## config.mk

```make
export PLATFORM = sky130hd
export DESIGN_NAME = multicycle_control
export DESIGN_NICKNAME = d
export VERILOG_FILES = /design/src/rtl/multicycle_control.sv
export SDC_FILE = /design/constraint.sdc
export NUM_CORES = 1
export LEC_CHECK = 0
export BUFFER_PORTS_ARGS = -buffer_cell sky130_fd_sc_hd__buf_2
export CORE_MARGIN = 2
export CORE_UTILIZATION = 48
export DETAILED_ROUTE_END_ITERATION = 7
export GPL_TIMING_DRIVEN = 0
export PLACE_DENSITY = 0.76
export SLEW_MARGIN = 20
export SYNTH_ARGS = -nofsm -noshare
export SYNTH_HDL_FRONTEND = slang
export SYNTH_SLANG_ARGS = --single-unit
```

## constraint.sdc

```tcl
create_clock -name clk -period 1.9 [get_ports clk]
set_input_delay 0.38 -clock clk [delete_from_list [all_inputs] [get_ports clk]]
set_output_delay 0.38 -clock clk [all_outputs]
set_load 0.01 [all_outputs]
```

## src/rtl/multicycle_control.sv

```systemverilog
// rtl/multicycle_control.sv - main sequencing FSM for the multi-cycle RV32I datapath
`timescale 1ns/1ps
module multicycle_control #(
    parameter int unsigned MEM_TIMEOUT = 255,
    parameter int unsigned INSTRET_W   = 32
) (
    input  logic                 clk,
    input  logic                 rst_n,
    input  logic [6:0]           opcode,
    input  logic                 zero,
    input  logic                 mem_ready,
    output logic                 pc_write,
    output logic                 ir_write,
    output logic                 i_or_d,
    output logic                 mem_read,
    output logic                 mem_write,
    output logic                 reg_write,
    output logic                 mem_to_reg,
    output logic                 alu_src_a,
    output logic [1:0]           alu_src_b,
    output logic [1:0]           alu_op,
    output logic                 pc_src,
    output logic [3:0]           state,
    output logic                 trap,
    output logic [1:0]           trap_cause,
    output logic [INSTRET_W-1:0] instret
);
    typedef enum logic [3:0] {
        S_RESET    = 4'd0,
        S_FETCH    = 4'd1,
        S_DECODE   = 4'd2,
        S_MEM_ADDR = 4'd3,
        S_MEM_RD   = 4'd4,
        S_MEM_WB   = 4'd5,
        S_MEM_WR   = 4'd6,
        S_EXEC_R   = 4'd7,
        S_ALU_WB   = 4'd8,
        S_BRANCH   = 4'd9,
        S_TRAP     = 4'd15
    } state_t;

    localparam logic [6:0] OP_LOAD   = 7'b0000011;
    localparam logic [6:0] OP_STORE  = 7'b0100011;
    localparam logic [6:0] OP_RTYPE  = 7'b0110011;
    localparam logic [6:0] OP_BRANCH = 7'b1100011;
    localparam int unsigned WD_W = (MEM_TIMEOUT > 0) ? $clog2(MEM_TIMEOUT + 1) : 1;

    state_t               state_q, state_d;
    logic [WD_W-1:0]      wd_cnt_q, wd_cnt_d;
    logic [INSTRET_W-1:0] instret_q, instret_d;
    logic [1:0]           cause_q, cause_d;
    logic                 retire;
    logic                 waiting;

    always_ff @(posedge clk or negedge rst_n) begin
        if (!rst_n) begin
            state_q   <= S_RESET;
            wd_cnt_q  <= '0;
            instret_q <= '0;
            cause_q   <= 2'b00;
        end else begin
            state_q   <= state_d;
            wd_cnt_q  <= wd_cnt_d;
            instret_q <= instret_d;
            cause_q   <= cause_d;
        end
    end

    always_comb begin
        state_d    = state_q;
        cause_d    = cause_q;
        wd_cnt_d   = '0;
        retire     = 1'b0;
        waiting    = 1'b0;
        pc_write   = 1'b0;
        ir_write   = 1'b0;
        i_or_d     = 1'b0;
        mem_read   = 1'b0;
        mem_write  = 1'b0;
        reg_write  = 1'b0;
        mem_to_reg = 1'b0;
        alu_src_a  = 1'b0;
        alu_src_b  = 2'b00;
        alu_op     = 2'b00;
        pc_src     = 1'b0;
        trap       = 1'b0;
        case (state_q)
            S_RESET: state_d = S_FETCH;
            S_FETCH: begin
                mem_read  = 1'b1;
                alu_src_b = 2'b01;
                ir_write  = mem_ready;
                pc_write  = mem_ready;
                waiting   = 1'b1;
                if (mem_ready) state_d = S_DECODE;
            end
            S_DECODE: begin
                alu_src_b = 2'b11;
                case (opcode)
                    OP_LOAD, OP_STORE: state_d = S_MEM_ADDR;
                    OP_RTYPE:          state_d = S_EXEC_R;
                    OP_BRANCH:         state_d = S_BRANCH;
                    default: begin
                        state_d = S_TRAP;
                        cause_d = 2'b01;
                    end
                endcase
            end
            S_MEM_ADDR: begin
                alu_src_a = 1'b1;
                alu_src_b = 2'b10;
                state_d   = (opcode == OP_STORE) ? S_MEM_WR : S_MEM_RD;
            end
            S_MEM_RD: begin
                mem_read = 1'b1;
                i_or_d   = 1'b1;
                waiting  = 1'b1;
                if (mem_ready) state_d = S_MEM_WB;
            end
            S_MEM_WB: begin
                reg_write  = 1'b1;
                mem_to_reg = 1'b1;
                state_d    = S_FETCH;
                retire     = 1'b1;
            end
            S_MEM_WR: begin
                mem_write = 1'b1;
                i_or_d    = 1'b1;
                waiting   = 1'b1;
                if (mem_ready) begin
                    state_d = S_FETCH;
                    retire  = 1'b1;
                end
            end
            S_EXEC_R: begin
                alu_src_a = 1'b1;
                alu_op    = 2'b10;
                state_d   = S_ALU_WB;
            end
            S_ALU_WB: begin
                reg_write = 1'b1;
                state_d   = S_FETCH;
                retire    = 1'b1;
            end
            S_BRANCH: begin
                alu_src_a = 1'b1;
                alu_op    = 2'b01;
                pc_src    = 1'b1;
                pc_write  = zero;
                state_d   = S_FETCH;
                retire    = 1'b1;
            end
            S_TRAP: trap = 1'b1;
            default: state_d = S_RESET;
        endcase

        // Leaving a wait state always coincides with mem_ready=1, so the
        // counter is naturally zero on every entry to FETCH/MEM_RD/MEM_WR.
        if (waiting && !mem_ready) begin
            wd_cnt_d = wd_cnt_q + WD_W'(1);
            if ((MEM_TIMEOUT != 0) && (wd_cnt_d == WD_W'(MEM_TIMEOUT))) begin
                state_d = S_TRAP;
                cause_d = 2'b10;
            end
        end

        instret_d = retire ? instret_q + INSTRET_W'(1) : instret_q;
    end

    assign state      = state_q;
    assign trap_cause = cause_q;
    assign instret    = instret_q;
endmodule

```

# Word level (Yosys, flattened, before mapping)
# Cells that the tools add are included.
# word_totals
elab_cells	61
output_inout_bits	52
register_bits	46
# classes
reduce_logical	12
muxes	28
add_sub_neg	2
n_eq_ne	15
# op_table
cell	n
32-bit by 1-bit adder with 32-bit output (second input constant)	1
4-bit case mux with 8 select lines	1
4-bit 2-to-1 mux	5
4-bit by 3-bit equality test with 1-bit output (second input constant)	4
7-bit by 6-bit equality test with 1-bit output (second input constant)	2
4-bit equality test (second input constant)	3
4-bit case mux with 3 select lines	1
1-bit 2-to-1 mux	11
2-bit 2-to-1 mux	5
3-bit OR reduction	3
8-bit by 1-bit adder with 8-bit output (second input constant)	1
4-bit by 2-bit equality test with 1-bit output (second input constant)	2
8-bit equality test (second input constant)	1
8-bit 2-to-1 mux	1
2-bit OR reduction	4
4-bit OR reduction	2
7-bit by 2-bit equality test with 1-bit output (second input constant)	1
7-bit equality test (second input constant)	1
2-bit case mux with 3 select lines	1
4-bit by 1-bit equality test with 1-bit output (second input constant)	1
4-bit logical NOT	1
1-bit case mux with 2 select lines	2
2-bit case mux with 2 select lines	1
1-bit logical AND	1
1-bit logical NOT	1

# Longest topological paths before layout
# Gate-level depths: netlist of run 1.
# logic_depth
ltp_word	6
depth_mapped	7
depth_no_buf	6

# Worst setup path after synthesis of run 1
# OpenSTA, ideal clock, no wires.
# synth_timing
path_type	flip-flop to output port
from	register state_q[2] (netlist: state[2])
to	output port pc_write
path_stages_with_launch	5
slack_ns	0.001
n_path_buf	1
arrival_ns	1.519
path_cell_list	dfrtp_1 -> clkbuf_1 -> or2_2 -> nor3_1 -> a21o_1
# synth_between
elab_chain_len	2
# synth_rtl
element	line	rtl
start: declaration	48	state_t state_q, state_d;
start signal: assignment	62	state_q <= state_d;
4-bit equality test / 4-bit by 1-bit equality test with 1-bit output (equally long branches)	87	case (state_q)
1-bit case mux with 2 select lines (*)	87	
end: declaration	12	output logic pc_write,
# Every way passes the cells marked *; elsewhere a longest branch is shown, timed or not.

# Final worst setup path of run 1
# layout_timing
from	register state_q[2] (netlist: state[2])
to	output port alu_src_b[0]
# layout_between
elab_chain_len	2
# layout_rtl
element	line	rtl
4-bit by 2-bit equality test with 1-bit output / 4-bit by 1-bit equality test with 1-bit output (equally long branches)	87	
2-bit case mux with 3 select lines (*)	87	
end: declaration	20	output logic [1:0] alu_src_b,
# Marked as above.

==> results of run 1 <==
kinds of logic (layout without fill, tap and decap cells):
kind of cell             count (synthesis)  after routing  share of synthesized area, %
AND/OR/NAND/NOR                        117            117                          26.2
adder cells (fa/ha/maj)                  3              3                          1.53
multiplexers                             1              1                         0.409
buffers and inverters                   14             93                          2.81
AO/OA/AOI/OAI                           30             30                          8.48
XOR/XNOR                                38             38                          13.6
flip-flops                              46             46                          47.0
cells in the mapped netlist (all sizes together), types with 3 or more instances:
master and instances:
a21oi 9, dfrtp 46, nor2 27, a211o 3
nand2 20, buf 3, and4 4, and2 3
o21ai 6, ha 3, nand2b 5, inv 5
xnor2 26, nor3 5, clkbuf 6, nand3 25
nand4 7, and3 4, xor2 12, nor2b 3
worst min-delay path by stage:
stage	start	end	slack [ns]	cells past startpoint
floorplan	rst_n	instret[0]	0.08	0
global placement	instret[31]	instret[31]	0.46	1
detailed placement	instret[31]	instret[31]	0.47	1
CTS	rst_n	trap_cause[0]	0.29	1
global route	rst_n	wd_cnt_q[5]	0.11	1
finish	rst_n	trap_cause[0]	0.08	1
timing repair:
item                       4_1_cts  5_1_grt
gates resized for setup         13       13
pin swaps                        5        5
setup endpoints to repair       22       33
buffers inserted                 9        2
cell type report:
class | instances | area (um2) | share of cell area (%)
Multi-Input combinational cell | 189 | 1280 | 41.5
Sequential cell | 46 | 1150 | 37.3
Timing Repair Buffer | 73 | 407 | 13.2
Tap cell | 67 | 83.8 | 2.71
Clock buffer | 5 | 68.8 | 2.23
Buffer | 7 | 56.3 | 1.82
Clock inverter | 3 | 21.3 | 0.688
Inverter | 5 | 18.8 | 0.607
flip-flops by register name, summed over array words and instances, names as in the netlist:
| name | count |
|---|---|
| instret | 32 |
| trap_cause | 2 |
| wd_cnt_q | 8 |
| state | 4 |
cell usage in the layout (no fill, tap or decap), types with 5 or more instances in the layout:
| cell | instances |
|---|---|
| nand2_1 | 20 |
| buf_2 | 61 |
| inv_1 | 5 |
| clkbuf_8 | 6 |
| dfrtp_1 | 44 |
| xor2_1 | 12 |
| buf_6 | 5 |
| nand3_1 | 25 |
| buf_4 | 9 |
| nand4_1 | 7 |
| a21oi_1 | 8 |
| nor2_1 | 26 |
| xnor2_1 | 26 |
| o21ai_0 | 6 |
power groups by stage:
stage | clock, uW | combinational (uW) | sequential, uW
after floorplan | 0 | 706 | 1250
after global placement | 0 | 1070 | 1230
after detailed placement | 0 | 1090 | 1230
after CTS | 619 | 1270 | 1210
after global routing | 654 | 1460 | 1240
final | 594 | 1340 | 1220
critical path, delay by kind of cell (launching register included):
family	cells	cell delay, ns
compound gates	1	0.09
flops	1	0.44
simple gates	1	0.27
buf+inv	3	0.43
stage by stage:
step	util [%]	TNS [ns]	hold WS [ns]	setup WS (ns)	cell area, um2
floorplan	-	0	0.0844	0.00129	2450
global placement	59.0	-1.03	0.455	-0.140	2840
detailed placement	59.0	-1.27	0.469	-0.153	2840
CTS	63.0	-0.0357	0.286	-0.0190	3030
global route	64.2	-0.830	0.113	-0.0716	3090
finish	64.2	0	0.0800	0.00430	3090
routing by layer:
metal	vias to the layer above	share of wire, %
met1	1003	46
met2	45	49
met3	6	4.2
li1	1029	-
met4	0	1.4
met5	-	0
==> flow_summary.json, run 1 <==
{
  "status": "finished, final reports clean",
  "path_clk_slew_ns": 0.09,
  "startpoint": "state[2]",
  "power.share.combinational_pct": 42.6,
  "max_stage_delay_ns": 0.44,
  "syn_nets": 263,
  "cts_hold_buf": 0,
  "dieHeight_um": 75.4,
  "r2r_start": "state[2]",
  "ys.flop_type": "dfrtp_1",
  "peakVddDrop_mv": 0.622,
  "finalPower_uw": 3160,
  "path_class": "flop to output pin",
  "dieArea_um2": 5690,
  "switching_power_uw": 1180,
  "fin_crit_ns": 1.90,
  "busiest_layer": "met2",
  "synthCells": 249,
  "hold_viol": 0,
  "fillerInstances": 431,
  "layout-area-overhead-vs-synth_pct": 26.3,
  "fin_nets": 341,
  "ant_nets": 0,
  "met2_usage_pct": 32.0,
  "cts_tree": "yes",
  "synth.avg_cell_area_um2": 9.83,
  "cp-endpoint": "alu_src_b[0]",
  "h-tree-depth": 2,
  "p_clk_share_pct": 18.8,
  "core_area_um2": 4820,
  "p_leak_uw": 0.00151,
  "routed-via-count": 2083,
  "grt_max_degree": 47,
  "synth_area_leaders": "dfrtp_1 47%, xnor2_1 9.3%, nand3_1 5.1%, xor2_1 4.3%, nor2_1 4.1%",
  "gr-usage-met3_pct": 3.97,
  "netlist.area_leader.share_pct": 47.0,
  "pin_count": 63,
  "rows": 25,
  "rsz0062_at_grt": "yes",
  "powerDensity_nw_per_um2": 1020,
  "drive_gt1_share_pct": 31.7,
  "dpl.cell_count": 378,
  "finalCritPeriodShare_pct": 99.8,
  "worst-slew-pin-transition_ns": 0.668,
  "clock-sinks": 46,
  "syn_area_um2": 2450,
  "routed_wl_um": 5310,
  "pwr-share-seq_pct": 38.6,
  "synth_cell_types": 43,
  "antenna_found_initial": 0,
  "initial_core_util_pct": 50.8,
  "r2r-end": "trap_cause[0]",
  "relSlewSlack_pct": 54.8,
  "max_freq_ghz": 0.528,
  "clock_latency_ns": 0.30,
  "grt_use_total_pct": 19.3,
  "crit_arrival_ns": 1.52,
  "swShare_pct": 37.3,
  "synth_area_leader_cell": "dfrtp_1",
  "viasPerCell": 5.27,
  "gp_congestion": 0.826,
  "cts_buffers": 5,
  "power.internal_uw": 1980,
  "dpl.hpwl_um": 3770,
  "report.final.slew_viol_count": 0,
  "r2r_cells": 6,
  "drt_iter0_drc": 127,
  "clock-skew-final_ns": 0.00540,
  "crit_slowest_cell": "dfrtp_2",
  "cts_buffer_depth": 2,
  "cp-end-kind": "output pin",
  "cp_cell_sequence": "clkbuf_8, or2_4, buf_4, a21oi_2, buf_2",
  "ys_ff_latch": 46,
  "cp_data_required_time_ns": 1.52,
  "grt_pass1_vias": 1874,
  "port_buffers": 62,
  "worstPathMaxFanout": 4,
  "drv_cap": 0,
  "synth_edf_count": 0,
  "postSynth.asyncResetShare_pct": 100,
  "critPathLaunchType": "flop",
  "grt-ovfl-total": 0,
  "drc": 0,
  "setup_viol": 0,
  "die_w_um": 75.4,
  "clockRootBuffer": "clkbuf_8",
  "routedWlPerCell_um": 13.4,
  "ff2ff_setup_slack_ns": 0.02,
  "diodes": 0,
  "yosysWarnings": 0,
  "seq_area_frac_synth_pct": 47.0,
  "drt_pre_antenna_iters": 4,
  "hold_path.class": "input pin to asynchronous set/reset pin",
  "grt_use_met1_pct": 25.0,
  "fin_cells": 395,
  "grt_pass1_wl_um": 8400
}
No activity file was read; power rests on OpenSTA's default activity.
==> run 2, diff against run 1 <==
--- a/config.mk
+++ b/config.mk
@@ -5,12 +5,12 @@
 export SDC_FILE = /design/constraint.sdc
 export NUM_CORES = 1
 export LEC_CHECK = 0
-export BUFFER_PORTS_ARGS = -buffer_cell sky130_fd_sc_hd__buf_2
 export CORE_MARGIN = 2
-export CORE_UTILIZATION = 48
+export CORE_UTILIZATION = 50
 export DETAILED_ROUTE_END_ITERATION = 7
+export DONT_BUFFER_PORTS = 1
 export GPL_TIMING_DRIVEN = 0
-export PLACE_DENSITY = 0.76
+export PLACE_DENSITY = 0.68
 export SLEW_MARGIN = 20
 export SYNTH_ARGS = -nofsm -noshare
 export SYNTH_HDL_FRONTEND = slang
==> flow_summary.json, run 2 (synthesized netlist as in run 1, its figures left out) <==
{
  "grt_max_degree": 47,
  "grt_use_total_pct": 19.8,
  "layout-area-overhead-vs-synth_pct": 14.9,
  "clock-sinks": 46,
  "port_buffers": 0,
  "dpl.hpwl_um": 3440,
  "fin_crit_ns": 1.98,
  "drive_gt1_share_pct": 16.0,
  "drc": 0,
  "grt-ovfl-total": 0,
  "max_freq_ghz": 0.505,
  "grt_pass1_vias": 1673,
  "largest_register_ffs": 32,
  "drt_iter0_drc": 140,
  "routed_wl_um": 5050,
  "cp-end-kind": "output pin",
  "drv_cap": 0,
  "peakVddDrop_mv": 0.547,
  "place_ws_ns": -0.234,
  "dieHeight_um": 74.0,
  "hold_depth": 3,
  "fin_area_um2": 2810,
  "gp_congestion": 0.844,
  "powerDensity_nw_per_um2": 1050,
  "final_common_cell": "dfrtp_1",
  "violations": "negative setup slack",
  "hold_path.class": "input pin to flop",
  "status": "finished, violations left",
  "finalCritPeriodShare_pct": 104,
  "relSlewSlack_pct": 60.1,
  "cts_buffers": 5,
  "cp_data_required_time_ns": 1.52,
  "finalPower_uw": 2960,
  "path_class": "flop to output pin",
  "place_area_um2": 2530,
  "core_area_um2": 4720,
  "critPathLaunchType": "flop",
  "die_w_um": 74.0,
  "holdPathEnd": "state[0]",
  "path_clk_slew_ns": 0.09,
  "r2r_start": "state[0]",
  "routedWlPerCell_um": 15.1,
  "multi_input_area_um2": 1290,
  "hold_viol": 0,
  "p_leak_uw": 0.00123,
  "viasPerCell": 5.58,
  "final_cell_mix": "44 x dfrtp_1, 26 x xnor2_1, 25 x nor2_1, 25 x nand3_1, 20 x nand2_1",
  "hp-start": "mem_ready",
  "clock_latency_ns": 0.30,
  "antenna_found_initial": 0,
  "clockRootBuffer": "clkbuf_8",
  "grt_pass1_wl_um": 8370,
  "hold_ws_ns": 0.358,
  "crit_arrival_ns": 1.60,
  "h-tree-depth": 2,
  "setup_viol": 7,
  "drt_pre_antenna_iters": 4,
  "seq_area_um2": 1150,
  "fillerInstances": 405,
  "report.final.slew_viol_count": 0,
  "worstPathMaxFanout": 7,
  "routed-via-count": 1868,
  "ant_nets": 0,
  "cts_buffer_depth": 2,
  "rsz0062_at_grt": "yes",
  "fin_ws_ns": -0.0798,
  "rows": 25,
  "dieArea_um2": 5470,
  "cts_tree": "yes",
  "r2r_cells": 7,
  "diodes": 0,
  "worst-slew-pin-transition_ns": 0.591,
  "r2r-end": "instret[29]",
  "pin_count": 63,
  "setup_tns_ns": -0.176,
  "ff2ff_setup_slack_ns": -0.03,
  "clock-skew-final_ns": 0.00953,
  "fin_nets": 281,
  "initial_core_util_pct": 51.8
}
[run 2: cell types whose count changed in the layout (fill, tap and decap cells not counted), moves of 2 or more]
cell	change
nor2_2	+2
clkbuf_2	+2
buf_6	-2
buf_2	-61
[run 2: per-stage QoR]
step	utilization [%]	cells
finish	59.6	335
global route	59.6	335
CTS	58.9	332
detailed placement	53.6	316
global placement	53.6	316
floorplan	-	249
[run 2: area by class of cell]
cell class,instances,share of cell area (%)
Sequential cell,46,41.0
Multi-Input combinational cell,189,45.8
Tap cell,67,2.98
Clock inverter,3,0.756
Timing Repair Buffer,13,4.40
Buffer,7,2.00
Inverter,5,0.667
Clock buffer,5,2.45
[run 2: worst max-delay path by stage]
stage,endpoint,slack [ns],start,depth (start not counted)
6_report,pc_write,-0.08,state[2],4
5_1_grt,pc_write,-0.13,state[2],4
4_1_cts,pc_write,-0.08,state[2],4
3_5_place_dp,instret[29],-0.23,state[1],6
3_3_place_gp,trap_cause[0],-0.23,state[1],7
2_1_floorplan,pc_write,0.001,state[2],4
[run 2: critical path, stage by stage, from the launching register on]
cell,delay (ns)
dfrtp_2,0.49
buf_8,0.15
or2_4,0.25
nor3_4,0.24
a21o_1,0.16
[run 2: where the power goes]
group	switching, uW	internal, uW
Sequential	195	1080
Clock	340	259
Combinational	587	498
Total	1120	1840
[run 2: repair_timing]
item	CTS	global route
endpoints found under the hold margin	46	0
pin swaps	6	2
resized for setup	20	3
hold buffers	2	0
endpoints found under the setup margin	31	31
buffers inserted	7	4
[run 2: layer usage]
| metal | part of all wire [%] | GRT usage [%] | up-vias |
|---|---|---|---|
| met5 | 0 | 0 | - |
| met1 | 48 | 29.2 | 907 |
| met3 | 5.3 | 5.56 | 7 |
| met4 | 1.2 | 6.46 | 0 |
| met2 | 46 | 28.4 | 54 |
| li1 | - | - | 900 |
==> run 3, diff against run 2 <==
--- a/config.mk
+++ b/config.mk
@@ -11,6 +11,7 @@
 export DONT_BUFFER_PORTS = 1
 export GPL_TIMING_DRIVEN = 0
 export PLACE_DENSITY = 0.68
+export RECOVER_POWER = 50
 export SLEW_MARGIN = 20
 export SYNTH_ARGS = -nofsm -noshare
 export SYNTH_HDL_FRONTEND = slang
==> flow_summary.json, run 3 (synthesized netlist as in run 1, its figures left out) <==
{
  "place_area_um2": 2530,
  "fin_crit_ns": 1.98,
  "cts_tree": "yes",
  "largest_register_ffs": 32,
  "cts_buffers": 5,
  "worstPathMaxFanout": 7,
  "routed_wl_um": 5050,
  "clock_latency_ns": 0.30,
  "status": "finished, violations left",
  "hold_viol": 0,
  "dieHeight_um": 74.0,
  "hold_ws_ns": 0.359,
  "fin_cells": 335,
  "place_ws_ns": -0.234,
  "initial_core_util_pct": 51.8,
  "final_common_cell": "dfrtp_1",
  "violations": "negative setup slack",
  "seq_area_um2": 1150,
  "layout-area-overhead-vs-synth_pct": 14.0,
  "port_buffers": 0,
  "drt_iter0_drc": 140,
  "p_leak_uw": 0.00122,
  "gp_congestion": 0.844,
  "cp_data_required_time_ns": 1.52,
  "path_class": "flop to output pin",
  "powerDensity_nw_per_um2": 1060,
  "core_area_um2": 4720,
  "rows": 25,
  "grt_pass1_vias": 1673,
  "peakVddDrop_mv": 0.546,
  "worst-slew-pin-transition_ns": 1.13,
  "clock-sinks": 46,
  "fin_ws_ns": -0.0785,
  "routedWlPerCell_um": 15.1,
  "finalCritPeriodShare_pct": 104,
  "grt_max_degree": 47,
  "routed-via-count": 1867,
  "fin_nets": 281,
  "drive_gt1_share_pct": 16.0,
  "setup_viol": 7,
  "diodes": 0,
  "cp-end-kind": "output pin",
  "cts_buffer_depth": 2,
  "relSlewSlack_pct": 24.5,
  "die_w_um": 74.0,
  "dpl.cell_count": 316,
  "ant_nets": 0,
  "critPathLaunchType": "flop",
  "fillerInstances": 408,
  "path_clk_slew_ns": 0.09,
  "dieArea_um2": 5470,
  "grt_use_total_pct": 19.8,
  "rsz0062_at_grt": "yes",
  "max_freq_ghz": 0.505,
  "pin_count": 63,
  "grt_pass1_wl_um": 8370,
  "final_cell_mix": "44 x dfrtp_1, 26 x xnor2_1, 25 x nor2_1, 25 x nand3_1, 20 x nand2_1",
  "dpl.hpwl_um": 3440,
  "hold_path.class": "input pin to flop",
  "clock-skew-final_ns": 0.00874,
  "antenna_found_initial": 0,
  "grt-ovfl-total": 0,
  "drv_cap": 0,
  "h-tree-depth": 2,
  "multi_input_area_um2": 1290,
  "crit_arrival_ns": 1.60,
  "drc": 0,
  "report.final.slew_viol_count": 0,
  "viasPerCell": 5.57,
  "clockRootBuffer": "clkbuf_8",
  "fin_area_um2": 2790,
  "drt_pre_antenna_iters": 4
}
==> run 3: changes by cell type in the layout (fill, tap and decap cells not counted) <==
cell,before,now
clkbuf_2,3,4
buf_16,1,0
==> run 3: final cells by class <==
cell class / instances / area share [%]
Sequential cell: 46 / 41.3
Buffer: 7 / 2.02
Tap cell: 67 / 3.00
Clock buffer: 5 / 2.47
Clock inverter: 3 / 0.762
Timing Repair Buffer: 13 / 3.63
Inverter: 5 / 0.672
Multi-Input combinational cell: 189 / 46.1
==> run 3: repair_timing <==
action | in CTS | in global routing
resized for setup | 20 | 3
cloned | 0 | 0
endpoints found under the setup margin | 31 | 31
hold buffers | 2 | 0
endpoints found under the hold margin | 46 | 0
setup buffers | 7 | 4
pin swaps | 6 | 2
==> run 3: worst max-delay path, cell delays in order, from the launching register on <==
cell	delay (ns)
dfrtp_2	0.49
buf_8	0.15
or2_4	0.25
nor3_4	0.24
a21o_1	0.16
==> run 3: final timing paths <==
check	start	to	slack (ns)	depth (start not counted)
setup / recovery	state[2]	pc_write	-0.08	4
max in group asynchronous	rst_n	state[3]	0.31	2
setup reg to reg	state[0]	instret[29]	-0.03	7
hold / removal	mem_ready	state[0]	0.36	3
min in group asynchronous	rst_n	state[1]	0.84	2
hold reg to reg	instret[31]	instret[31]	0.53	1
==> run 3: metrics by stage <==
step / TNS (ns) / total power (uW) / util [%]
floorplan: 0 / 1960 / -
global placement: -3.01 / 2110 / 53.6
detailed placement: -3.14 / 2120 / 53.6
CTS: -0.126 / 2930 / 58.9
global route: -1.72 / 3160 / 59.1
finish: -0.169 / 2950 / 59.1
==> run 3: routing by layer <==
layer	vias to the layer above	track usage (%)	part of all wire, %
li1	901	-	-
met2	54	28.4	46
met1	905	29.2	48
met3	7	5.56	5.2
met4	0	6.46	1.2
met5	-	0	0
==> run 3: power by group <==
group          total [uW]  switching [uW]  leakage, uW  internal, uW
clock network         598             339    0.0000441           259
logic                1080             586     0.000557           493
registers            1280             195     0.000617          1080
